File: config.mk
export PLATFORM = sky130hd
export DESIGN_NAME = qracc_psum_accum
export DESIGN_NICKNAME = d
export VERILOG_FILES = /design/src/rtl/qracc_psum_accum.sv
export SDC_FILE = /design/constraint.sdc
export NUM_CORES = 2
export LEC_CHECK = 0
export ABC_CLOCK_PERIOD_IN_PS = 7150
export CAP_MARGIN = 20
export CELL_PAD_IN_SITES_DETAIL_PLACEMENT = 1
export CELL_PAD_IN_SITES_GLOBAL_PLACEMENT = 1
export CORE_UTILIZATION = 25
export CTS_BUF_LIST = sky130_fd_sc_hd__clkbuf_8 sky130_fd_sc_hd__clkbuf_16
export CTS_CLUSTER_DIAMETER = 80
export CTS_CLUSTER_SIZE = 16
export DETAILED_ROUTE_END_ITERATION = 10
export GPL_TIMING_DRIVEN = 0
export PLACE_DENSITY = 0.57
export SLEW_MARGIN = 5
export SYNTH_ARGS = -nofsm -noshare
export SYNTH_HDL_FRONTEND = slang
export SYNTH_SLANG_ARGS = --single-unit
File: constraint.sdc
create_clock -name clk -period 7.15 [get_ports clk]
set_clock_uncertainty 0.15 [all_clocks]
set_input_delay 1.0725 -clock clk [delete_from_list [all_inputs] [get_ports clk]]
set_output_delay 1.0725 -clock clk [all_outputs]
set_load 0.02 [all_outputs]
File: src/rtl/qracc_psum_accum.sv
// Bit-serial shift-add of per-column ADC planes (MSB first) into signed partial sums; optional saturation via QRACC_PSUM_SAT_EN.
// Latency: psum_valid_o rises 1 cycle after the final plane handshake; one plane per cycle sustained.
// Backpressure: one-deep output register plus one held word; adc_ready_o drops only while a finished word waits (STALL).
module qracc_psum_accum #(
    parameter int numCols    = 32,
    parameter int numAdcBits = 4,
    parameter int numCfgBits = 8,
    parameter int accBits    = 16
) (
    input  logic                          clk,
    input  logic                          rst,
    input  logic [numCfgBits-1:0]         n_input_bits_cfg,
    input  logic                          binary_cfg,
    input  logic [numCols*numAdcBits-1:0] adc_out_i,
    input  logic                          adc_valid_i,
    output logic                          adc_ready_o,
    output logic [numCols*accBits-1:0]    psum_o,
    output logic                          psum_valid_o,
    input  logic                          psum_ready_i,
    output logic                          busy_o,
    output logic                          ovf_o
);

    typedef enum logic [1:0] {IDLE, ACCUM, STALL} state_t;

    state_t                        state_q, state_d;
    logic [numCols*accBits-1:0]    acc, acc_nxt, hold_sum;
    logic [numCfgBits-1:0]         bit_cnt, n_lat, n_src, n_eff;
    logic                          bin_lat, bin_eff, first, last, accept, out_free;
    logic                          wovf, wovf_nxt, hold_ovf, plane_ovf;
    logic                          load_out, from_hold, load_hold, acc_step, acc_clr;
    logic [numAdcBits-1:0]         code [numCols];
    logic [accBits-1:0]            term [numCols];
`ifdef QRACC_PSUM_SAT_EN
    localparam int W = accBits + 1;
    logic [W-1:0]                  shl_w [numCols];
    logic [accBits-1:0]            shl   [numCols];
    logic [W-1:0]                  sum_w [numCols];
`endif

    // Config is taken live only for the first plane; afterwards the latched copy rules the word.
    assign first    = (state_q == IDLE);
    assign bin_eff  = first ? binary_cfg : bin_lat;
    assign n_src    = first ? n_input_bits_cfg : n_lat;
    assign n_eff    = (n_src == '0) ? numCfgBits'(1) : n_src;
    assign last     = (bit_cnt == n_eff - numCfgBits'(1));
    assign out_free = !psum_valid_o || psum_ready_i;
    assign accept   = adc_valid_i && adc_ready_o;
    assign wovf_nxt = (first ? 1'b0 : wovf) | plane_ovf;

    assign adc_ready_o = (state_q != STALL);
    assign busy_o      = (bit_cnt != '0) || (state_q == STALL);

    always_comb begin
        plane_ovf = 1'b0;
        acc_nxt   = '0;
        for (int c = 0; c < numCols; c++) begin
            code[c] = adc_out_i[c*numAdcBits +: numAdcBits];
            if (bin_eff)
                term[c] = {{(accBits-numAdcBits){1'b0}}, code[c]};
            else
                term[c] = {{(accBits-numAdcBits){code[c][numAdcBits-1]}}, code[c]};
            // Binary mode: the MSB plane carries negative weight for two's-complement inputs.
            if (bin_eff && first && (n_eff != numCfgBits'(1)))
                term[c] = -term[c];
`ifdef QRACC_PSUM_SAT_EN
            shl_w[c] = {acc[c*accBits +: accBits], 1'b0};
            if (shl_w[c][W-1] != shl_w[c][W-2]) begin
                shl[c]    = {shl_w[c][W-1], {(accBits-1){~shl_w[c][W-1]}}};
                plane_ovf = 1'b1;
            end else begin
                shl[c] = shl_w[c][accBits-1:0];
            end
            sum_w[c] = {shl[c][accBits-1], shl[c]} + {term[c][accBits-1], term[c]};
            if (sum_w[c][W-1] != sum_w[c][W-2]) begin
                acc_nxt[c*accBits +: accBits] = {sum_w[c][W-1], {(accBits-1){~sum_w[c][W-1]}}};
                plane_ovf = 1'b1;
            end else begin
                acc_nxt[c*accBits +: accBits] = sum_w[c][accBits-1:0];
            end
`else
            acc_nxt[c*accBits +: accBits] = (acc[c*accBits +: accBits] << 1) + term[c];
`endif
        end
    end

    always_comb begin
        state_d   = state_q;
        load_out  = 1'b0;
        from_hold = 1'b0;
        load_hold = 1'b0;
        acc_step  = 1'b0;
        acc_clr   = 1'b0;
        case (state_q)
            IDLE, ACCUM: begin
                if (accept) begin
                    if (last) begin
                        acc_clr = 1'b1;
                        if (out_free) begin
                            load_out = 1'b1;
                            state_d  = IDLE;
                        end else begin
                            load_hold = 1'b1;
                            state_d   = STALL;
                        end
                    end else begin
                        acc_step = 1'b1;
                        state_d  = ACCUM;
                    end
                end
            end
            STALL: begin
                if (out_free) begin
                    load_out  = 1'b1;
                    from_hold = 1'b1;
                    state_d   = IDLE;
                end
            end
            default: state_d = IDLE;
        endcase
    end

    always_ff @(posedge clk) begin
        if (rst) state_q <= IDLE;
        else     state_q <= state_d;
    end

    always_ff @(posedge clk) begin
        if (rst) begin
            acc          <= '0;
            bit_cnt      <= '0;
            n_lat        <= '0;
            bin_lat      <= 1'b0;
            wovf         <= 1'b0;
            hold_sum     <= '0;
            hold_ovf     <= 1'b0;
            psum_o       <= '0;
            psum_valid_o <= 1'b0;
            ovf_o        <= 1'b0;
        end else begin
            if (acc_clr) begin
                acc     <= '0;
                bit_cnt <= '0;
                wovf    <= 1'b0;
            end else if (acc_step) begin
                acc     <= acc_nxt;
                bit_cnt <= bit_cnt + numCfgBits'(1);
                wovf    <= wovf_nxt;
                if (first) begin
                    n_lat   <= n_eff;
                    bin_lat <= bin_eff;
                end
            end
            if (load_hold) begin
                hold_sum <= acc_nxt;
                hold_ovf <= wovf_nxt;
            end
            // A drain and a new load on the same edge keep valid high with no bubble.
            if (load_out) begin
                psum_o       <= from_hold ? hold_sum : acc_nxt;
                ovf_o        <= from_hold ? hold_ovf : wovf_nxt;
                psum_valid_o <= 1'b1;
            end else if (psum_ready_i) begin
                psum_valid_o <= 1'b0;
            end
        end
    end

endmodule

==> results by group <==
Clock network
  – Clock sink count: 1,527
  – CTS tree: built
  – Post-CTS Hold Buffers: 0
  – CTS HTree Levels: 4
  – Longest Clk Path Bufs: 4
  – Clk Latency, worst-skew pair: about 900 ps
  – CTS root buf: clkbuf_16
  – Clock transition at path regs: approximately 80 ps
  – Clock buffer count from CTS: 147

Final layout
  – Most frequent cells in the layout: 2,750 x nand2_1, 1,527 x dfxtp_1, 1,045 x a21oi_1, 1,044 x nor2_1, 655 x clkdlybuf4s50_1
  – Filler Cell Count: 38.6k
  – Share of layout cells above drive strength 1: 5.45%
  – Most common cell after layout, fill and taps aside: nand2_1
  – Nets: 12.0k
  – Area grow syn2layout: 22.9%
  – Design area: 99,400 um2

Synthesis
  – Syn avg cell area: approximately 7.7 um2
  – Most used flip-flop cell after synthesis: dfxtp_1
  – Yosys warns: 0
  – Adder-cell area share of the yosys netlist: approximately 9.3%
  – Synth Cell Area: 80,900 um2
  – Register area share after synthesis: 37.8%
  – Post-synth EDFFs: 0
  – Seq cells post-synth: 1,527
  – Largest family of logic cells by synthesized area: simple AND/OR/NAND/NOR gates
  – Synth cell types: 67
  – Post-Synth Simple-Gate Area: 21.7%
  – Xor and xnor area share after synthesis: under 10%
  – Mapped Cells: 10.4k
  – Compound-Gate Fraction of Synth Area: 21.0%
  – Ys async rst share: 0%
  – Mux cell area share after synthesis: 0.674%
  – Syn nets: 11.2k

Die
  – IO Count: 657
  – Placement Rows: 208
  – Die Height: 571 um
  – DIE AREA: 326,000 um2
  – Initial Util: 25.2%
  – Die Wd: ~570 um
  – Core area: between 300,000 and 400,000 um2

Critical path
  – Crit Path Class: input port to flip-flop
  – Critical path cell sequence: clkdlybuf4s50_1 > or4_1 > o31ai_1 > nand4_1 > and2_1 > inv_1 > ha_1 > a21o_1 > buf_2 > buf_16 > clkbuf_4 > o21ai_0 > ha_1 > a21oi_1 > o21bai_1 > a221o_1 > o41ai_1 > o21ai_0 > xnor2_1 > nand2_1 > a311oi_1
  – CP max FO: 10
  – Nature of the critical path endpoint: flip-flop
  – Worst EP arrival: 7610 ps
  – CP startpoint kind: input port
  – Crit-path slowest cell: clkdlybuf4s50_1
  – Worst EP required: a little under 8000 ps
  – CP max stage delay: 590 ps

Run
  – Max_cap viols: 0

Placement
  – Port bufs: between 600 and 700
  – Final GP Congestion: 0.911
  – Placed cell areas: about 94,000 um2
  – Dpl hpwl: 332,000 um

Power
  – LEAKAGE: 39.2 nW
  – Pwr Total: 26.1 mW
  – Power density over the cells: 262 nW/um2
  – Max VDD drop: 0.000166 V

Global routing
  – Gr usage total: 25.3%
  – Vias in the first global route: 83.1k
  – Initial antenna violation count: 81
  – Global route overflow: 0
  – Largest net degree at the start of global routing: 17
  – First-pass GRT wire length: 600,000 um

STA
  – Fin. Hold Viols: 0
  – Final min period: 7010 ps
  – Max-slew headroom: 19.4%
  – Pin slew with the least headroom to its limit: 1210 ps
  – Unrepaired setup endpoints after global routing: false
  – Slew Limit Fails: 0
  – Final Cycle Share: 98.0%
  – Total negative slack: 0 ps
  – # setup viols final: 0
  – F_max: 143 MHz

Routing
  – Via Count: a little over 80k
  – Total Wirelength: 426,000 um
  – Antenna Violating Nets Remaining: 0
  – Vias per cell: around 5.2
  – Initial DRC count: ~6k
  – Wire length per cell: 27.0 um
  – DR DRC count: 0
  – DR pass1 iterations: 6

Status
  – Status: completed

Min path
  – Worst min path class: flip-flop to flip-flop
-- cell type report --
class | count | area, um2 | area share [%]
Multi-Input combinational cell | 8032 | 46900 | 47.2
Clock inverter | 87 | 1060 | 1.07
Sequential cell | 1527 | 30600 | 30.8
Clock buffer | 154 | 3800 | 3.82
Buffer | 678 | 2860 | 2.88
Antenna cell | 27 | 67.6 | 0.0680
Timing Repair Buffer | 729 | 7930 | 7.98
Inverter | 208 | 781 | 0.786
Tap cell | 4305 | 5390 | 5.42
-- logic make-up (layout without fill, tap and decap cells) --
group	count (synthesis)	in the layout
AND/OR/NAND/NOR	4367	4367
AO/OA/AOI/OAI	2559	2559
flip-flops	1527	1527
buffers and inverters	889	1856
adder cells (fa/ha/maj)	580	580
XOR/XNOR	475	475
multiplexers	51	51
other	0	27
-- path summary, 6_finish.rpt --
| path | startpoint | end | slack [ps] | depth (start not counted) |
|---|---|---|---|---|
| max reg2reg | state_q[1]$_SDFFE_PP0P_ | psum_o[191]$_SDFFE_PP0P_ | 330 | 21 |
| min reg2reg | hold_sum[418]$_SDFFE_PP0P_ | psum_o[418]$_SDFFE_PP0P_ | 290 | 2 |
| min | hold_sum[418]$_SDFFE_PP0P_ | psum_o[418]$_SDFFE_PP0P_ | 290 | 2 |
| max | n_input_bits_cfg[2] | psum_o[191]$_SDFFE_PP0P_ | 140 | 21 |
-- synthesized netlist by cell type, drive strengths merged, types with 42 or more instances --
cell / n / area, um2
a211oi: 54 / 410
a21o: 206 / 1550
a21oi: 1046 / 5240
a22o: 64 / 561
a22oi: 219 / 1640
a311oi: 436 / 3820
and3: 80 / 500
buf: 201 / 963
clkbuf: 480 / 1800
dfxtp: 1527 / 30600
ha: 548 / 6860
inv: 206 / 773
nand2: 2751 / 10300
nand3: 169 / 846
nand4: 42 / 263
nor2: 1044 / 3920
nor2b: 53 / 332
nor3: 102 / 527
o21ai: 197 / 986
o21bai: 53 / 398
o31ai: 50 / 375
o41ai: 45 / 394
xnor2: 335 / 2930
xor2: 140 / 1230
-- power breakdown --
group / leakage (nW) / switching, mW / total [mW] / internal, mW
sequential: 12.4 / 0.343 / 9.33 / 8.99
combinational: 24.5 / 5.43 / 8.20 / 2.76
clock: 2.39 / 4.14 / 8.54 / 4.40
total: 39.2 / 9.91 / 26.1 / 16.2
-- flip-flops by register name, indices dropped and copies added, names as in the netlist --
register / count
wovf: 1
bin_lat: 1
bit_cnt: 8
acc: 480
ovf_o: 1
state_q: 2
psum_valid_o: 1
n_lat: 8
hold_sum: 512
hold_ovf: 1
psum_o: 512
-- routing by layer --
layer | routed length, um | vias to the layer above | share of wire [%] | track usage (%)
met4 | 23500 | 20 | 5.5 | 12.5
li1 | - | 38050 | - | -
met1 | 187000 | 40993 | 44 | 32.8
met5 | 122 | - | 0.029 | 0
met3 | 24900 | 658 | 5.8 | 4.04
met2 | 190000 | 2321 | 45 | 40.5
-- repair_timing --
action | 4_1_cts | 5_1_grt
setup endpoints to repair | 343 | 49
pin swaps | 0 | 2
resized for setup | 6 | 24
setup buffers | 0 | 1
-- stage by stage --
stage                     hold WS, ps  util (%)  cells  setup slack [ps]
after global routing              320      30.9  15728              19.1
after CTS                         282      30.9  15718              32.7
after global placement            288      28.9  15408             -5050
after detailed placement          294      29.3  15479             -1880
final                             290      30.9  15747               144
after floorplan                   279         -  10448              1370
-- critical path, delay by kind of cell --
family          cells  cell delay [ps]
fa+ha+maj           2              630
compound gates      9             2540
simple gates        4             1080
xor+xnor            1              430
buf+inv             5             1800
(Power assumes the default switching activity.)
